--- config.mk ---
export PLATFORM = sky130hd
export DESIGN_NAME = regfile_bank
export DESIGN_NICKNAME = d
export VERILOG_FILES = /design/src/rtl/regfile_pkg.sv /design/src/rtl/reg_en.sv /design/src/rtl/regfile_bank.sv
export SDC_FILE = /design/constraint.sdc
export NUM_CORES = 2
export LEC_CHECK = 0
export BUFFER_PORTS_ARGS = -buffer_cell sky130_fd_sc_hd__buf_2
export CAP_MARGIN = 5
export CORE_MARGIN = 5
export CORE_UTILIZATION = 36
export CTS_BUF_LIST = sky130_fd_sc_hd__clkbuf_4 sky130_fd_sc_hd__clkbuf_8
export CTS_CLUSTER_SIZE = 14
export DETAILED_ROUTE_END_ITERATION = 8
export GPL_TIMING_DRIVEN = 0
export PLACE_DENSITY = 0.48
export RECOVER_POWER = 100
export SLEW_MARGIN = 20
export SYNTH_ARGS = -nofsm -noshare
export SYNTH_HDL_FRONTEND = slang
export SYNTH_SLANG_ARGS = --single-unit
--- constraint.sdc ---
create_clock -name clock -period 7.5 [get_ports clock]
set_input_delay 1.5 -clock clock [delete_from_list [all_inputs] [get_ports clock]]
set_output_delay 1.5 -clock clock [all_outputs]
set_load 0.02 [all_outputs]
--- src/rtl/regfile_pkg.sv ---
// Shared sizing constants for the register file: data width, register count,
// read-select width and the index of the hardwired zero register.
package regfile_pkg;

    localparam int unsigned REG_W    = 32;
    localparam int unsigned NUM_REGS = 32;
    localparam int unsigned SEL_W    = 5;
    localparam int unsigned ZERO_REG = 0;

endpackage

--- src/rtl/reg_en.sv ---
// Single register with synchronous active-high reset and a write enable.
module reg_en #(
    parameter int unsigned W = 32
) (
    input  logic         clock,
    input  logic         reset,
    input  logic         en,
    input  logic [W-1:0] d,
    output logic [W-1:0] q
);

    // Reset wins over a write presented in the same cycle.
    always_ff @(posedge clock) begin
        if (reset) begin
            q <= '0;
        end else if (en) begin
            q <= d;
        end
    end

endmodule

--- src/rtl/regfile_bank.sv ---
// Register-file storage: 31 physical registers plus a hardwired zero register,
// written by a one-hot vector, read through two combinational ports with
// optional same-cycle write bypass. Malformed (multi-hot) vectors are dropped
// and latched into a sticky error flag.
module regfile_bank #(
    parameter int unsigned REG_W    = regfile_pkg::REG_W,
    parameter int unsigned NUM_REGS = regfile_pkg::NUM_REGS,
    parameter int unsigned SEL_W    = regfile_pkg::SEL_W,
    parameter bit          BYPASS   = 1'b1
) (
    input  logic                clock,
    input  logic                ctrl_reset,
    input  logic [NUM_REGS-1:0] write_onehot,
    input  logic [REG_W-1:0]    data_writeReg,
    input  logic [SEL_W-1:0]    ctrl_readRegA,
    input  logic [SEL_W-1:0]    ctrl_readRegB,
    output logic [REG_W-1:0]    data_readRegA,
    output logic [REG_W-1:0]    data_readRegB,
    output logic                err_multi_hot
);

    import regfile_pkg::*;

    localparam logic [SEL_W-1:0]    ZeroSel = SEL_W'(ZERO_REG);
    localparam logic [NUM_REGS-1:0] OneVec  = NUM_REGS'(1);

    logic [REG_W-1:0]    regs [NUM_REGS];
    logic                multi_hot;
    logic                bypass_ok;
    logic [NUM_REGS-1:0] reg_we;
    logic                err_q;

    // Clearing the lowest set bit leaves something only if two or more bits were set.
    assign multi_hot = |(write_onehot & (write_onehot - OneVec));
    assign reg_we    = multi_hot ? '0 : write_onehot;
    assign bypass_ok = BYPASS && !ctrl_reset && !multi_hot;

    assign regs[ZERO_REG] = '0;

    for (genvar k = 1; k < NUM_REGS; k++) begin : g_regs
        reg_en #(
            .W(REG_W)
        ) u_reg (
            .clock(clock),
            .reset(ctrl_reset),
            .en   (reg_we[k]),
            .d    (data_writeReg),
            .q    (regs[k])
        );
    end

    // Sticky error flag: set by any multi-hot vector, cleared only by reset.
    always_ff @(posedge clock) begin
        if (ctrl_reset) begin
            err_q <= 1'b0;
        end else if (multi_hot) begin
            err_q <= 1'b1;
        end
    end

    assign err_multi_hot = err_q;

    // Read muxes with bypass of the register currently being written.
    always_comb begin
        data_readRegA = regs[ctrl_readRegA];
        data_readRegB = regs[ctrl_readRegB];
        if (bypass_ok && write_onehot[ctrl_readRegA] && ctrl_readRegA != ZeroSel) begin
            data_readRegA = data_writeReg;
        end
        if (bypass_ok && write_onehot[ctrl_readRegB] && ctrl_readRegB != ZeroSel) begin
            data_readRegB = data_writeReg;
        end
    end

endmodule

==> metrics <==
status finished with violations; failing checks capacitance limit, slew limit, setup timing; RSZ-0062 raised after global routing false; FF+latch area 19900 µm²; VDD IR max between 0.15 and 0.2 mV; Static Leak about 28 nW; Most common cell on crit path clkbuf_2; post-synthesis adder-cell area fraction 0%; Critical Path RT approximately 6.0 ns; Chip Width between 400 and 500 µm; first-pass GRT wire length between 300 and 400 mm; # IOs 141; Final HPWL DP between 150 and 200 mm; multi-input logic area about 33000 µm²; final WL ~240 mm; Max Cap Violations 1; antenna-violating nets left 0; # H-tree levels 4; FF-to-FF setup slack 6.75 ns; Layout Cells excl Fill 7074; FFs w/ async S/R, synth 0%; Worst R2R Path Depth 2; Final Slew Violations 11; Critical R2R Capture g_regs[1].u_reg.q[22]; Longest Clk Path Bufs 3; Power Total 0.0119 W; Cells after Synth about 4.6k; Skew-Pair Late Insertion Delay ~0.95 ns; IO Port Bufs about 130; Synth Warn # 0; synthesis-to-layout area growth 11.8%; Clock transition at path regs about 0.06 ns; CP cell instances clkbuf_2 > clkbuf_1 > clkbuf_2 > clkdlybuf4s15_2 > mux4_2 > mux4_2 > nor2_1 > nor2_1 > mux2_2 > clkbuf_2; RD Place Congestion approximately 0.91; post-CTS setup buffers 0; Unique masters post-synth 56; initial antenna violation count 24; EDFF count, synth 0; Tot GR Track Use 29.3%; Tmin final 7.50 ns; CP top delay family buffers and inverters; area share of and/or/nand/nor cells after synthesis 14.0%; CTS root buf clkbuf_8; Die Y just over 400 µm; worst setup margin -0.00267 ns; Worst EP arrival about 6.0 ns; largest net degree at the start of global routing 17; DRT Pass-1 Iters 6; Vias/cell roughly 5.8; DR iter-0 viols about 4.4k; Final Setup Violations 1; Compound-Gate Fraction of Synth Area between 1.5 and 2%; Pwr Density around 190 nW/µm²; Crit. End Element output pin; post-synthesis mux area share between 40% and 50%; DP Cell Count about 6.8k; worst slack at placement -0.489 ns; crit start category input port; WP buf/inv 5; starting density of the core between 30% and 40%; core area 154000 µm²; Hold Path End g_regs[2].u_reg.q[20]; xor and xnor area share after synthesis 0%; reg-to-reg startpoint g_regs[1].u_reg.q[22]; Worst Tran Pin Value approximately 1.6 ns; CP Max Fanout 10; Relative slew margins -3.84%; fin area between 60000 and 70000 µm²; Min-Delay Path Depth 2; residual DRC count 0; Crit Path Category input port to output pin; GRT overflow 0; main combinational cell family by area after synthesis multiplexers; Final #Nets 4968; layout filler cell count 14.9k; Max stage delay on crit path roughly 0.67 ns; vias just over 40k; clock sink count 993; Syn Nets approximately 4.7k; Worst Hold Launch g_regs[2].u_reg.q[20]; fraction of layout cells with a size suffix above 1 25.0%; vias in the first global route between 40k and 50k; Mapped Avg Cell Area 12.2 µm²; Hold Vio Cnt, Final 0; Worst path slowest cell clkbuf_1; WL/cell about 34 µm; worst hold slack around 0.48 ns; most common flop cell mapped by yosys dfxtp_1; fin crit share 100%; die area ~160000 µm²; CTS tree done; Core Rows 144; Area after DPL between 50000 and 60000 µm²; Critical Path Source ctrl_readRegB[0]; Seq/Total Area, Yosys a little over a third; Mapped Area 55700 µm²; synthesized flop and latch total just under 1k; Max Fclk approximately 130 MHz; Hold WC Path Type flop to flop; cts hold-fix bufs 0; CTS buffer count roughly 180; clk_skew 0 ns
through the flow:
stage          setup TNS, ns  util (%)
2_1_floorplan              0         -
3_3_place_gp          -52.61      38.3
3_5_place_dp          -12.19      38.4
4_1_cts                    0      40.8
5_1_grt                    0      40.4
6_report            -0.00267      40.5
cells in the final DEF, fill, tap and decap left out, types with 60 or more instances in the layout:
master / instances
a22o_1: 60
buf_2: 118
clkbuf_1: 400
clkbuf_2: 80
clkbuf_4: 72
clkbuf_8: 218
dfxtp_1: 993
mux2_2: 139
mux2i_1: 1002
mux4_2: 581
nand2b_1: 1025
nor2_1: 104
area by class of cell:
class                           count  share of cell area [%]
Multi-Input combinational cell   3083                    53.5
Antenna cell                        7                  0.0281
Clock inverter                     25                   0.300
Tap cell                         2044                    4.11
Inverter                            6                  0.0362
Sequential cell                   993                    31.9
Timing Repair Buffer              131                    1.11
Buffer                            496                    3.31
Clock buffer                      289                    5.68
how the worst max path moves through the flow:
stage          cells after the start  slack (ns)                end
6_report                          10      -0.003  data_readRegB[15]
5_1_grt                           11        0.01  data_readRegB[31]
4_1_cts                           10       0.003  data_readRegB[12]
3_5_place_dp                      10       -0.49  data_readRegB[17]
3_3_place_gp                       9       -1.24  data_readRegA[29]
2_1_floorplan                     10        1.38  data_readRegA[10]
tightest hold or removal path, delay by kind of cell, from the launching register on:
kind	cells	cell delay (ns)
DFF	1	0.31
muxes	1	0.06
and+or+nand+nor	1	0.07
flip-flops by register name, summed over array words and instances, names as in the netlist:
signal	count
g_regs.u_reg.q	992
err_multi_hot	1
Yosys cell counts, types with 3 or more instances:
library cell	instances	share of area, %
or3_1	4	0.045
or4_1	3	0.040
mux4_2	581	24
buf_6	9	0.18
mux2i_1	1002	18
a41oi_1	4	0.063
o31ai_1	4	0.054
or2_2	3	0.034
nand2_1	12	0.081
buf_2	94	0.85
nand3_1	6	0.054
a31oi_1	3	0.034
a221oi_1	4	0.063
o221ai_1	4	0.063
a22o_1	60	0.94
nand2b_1	1025	12
mux2_2	144	2.9
nor4_1	5	0.056
nand4_4	26	0.99
a22oi_1	12	0.16
dfxtp_1	993	36
o21ai_0	3	0.027
a2111oi_0	3	0.047
mux2_1	19	0.38
nor3_1	9	0.081
buf_1	61	0.41
clkbuf_1	323	2.2
nor2b_1	8	0.090
nor2_1	106	0.71
inv_1	5	0.034
buf_4	8	0.11
nand4_1	3	0.034
timing repair:
| action | in CTS | in global routing |
|---|---|---|
| endpoints found under the setup margin | 52 | 10 |
| resized for setup | 26 | 9 |
| pin swaps | 0 | 0 |
cell families after synthesis:
kind of cell | count (synthesis)
multiplexers | 1746
AND/OR/NAND/NOR | 1224
flip-flops | 993
buffers and inverters | 502
AO/OA/AOI/OAI | 113
report_power, final:
group | switching [W] | leakage (nW) | internal [W]
logic | 0.000773 | 17.7 | 0.000321
clock network | 0.00249 | 1.98 | 0.00300
registers | 0.000000242 | 7.99 | 0.00528
total | 0.00326 | 27.7 | 0.00859
per-layer routing:
| layer | up-vias | routed length [µm] | share of wire, % | track usage, % |
|---|---|---|---|---|
| li1 | 17400 | - | - | - |
| met1 | 21500 | 103000 | 42 | 39.7 |
| met2 | 1905 | 111000 | 46 | 46.5 |
| met3 | 464 | 19200 | 7.9 | 5.93 |
| met4 | 4 | 10400 | 4.3 | 11.2 |
| met5 | - | 24 | 0.0098 | 0 |
(Power assumes the default switching activity.)
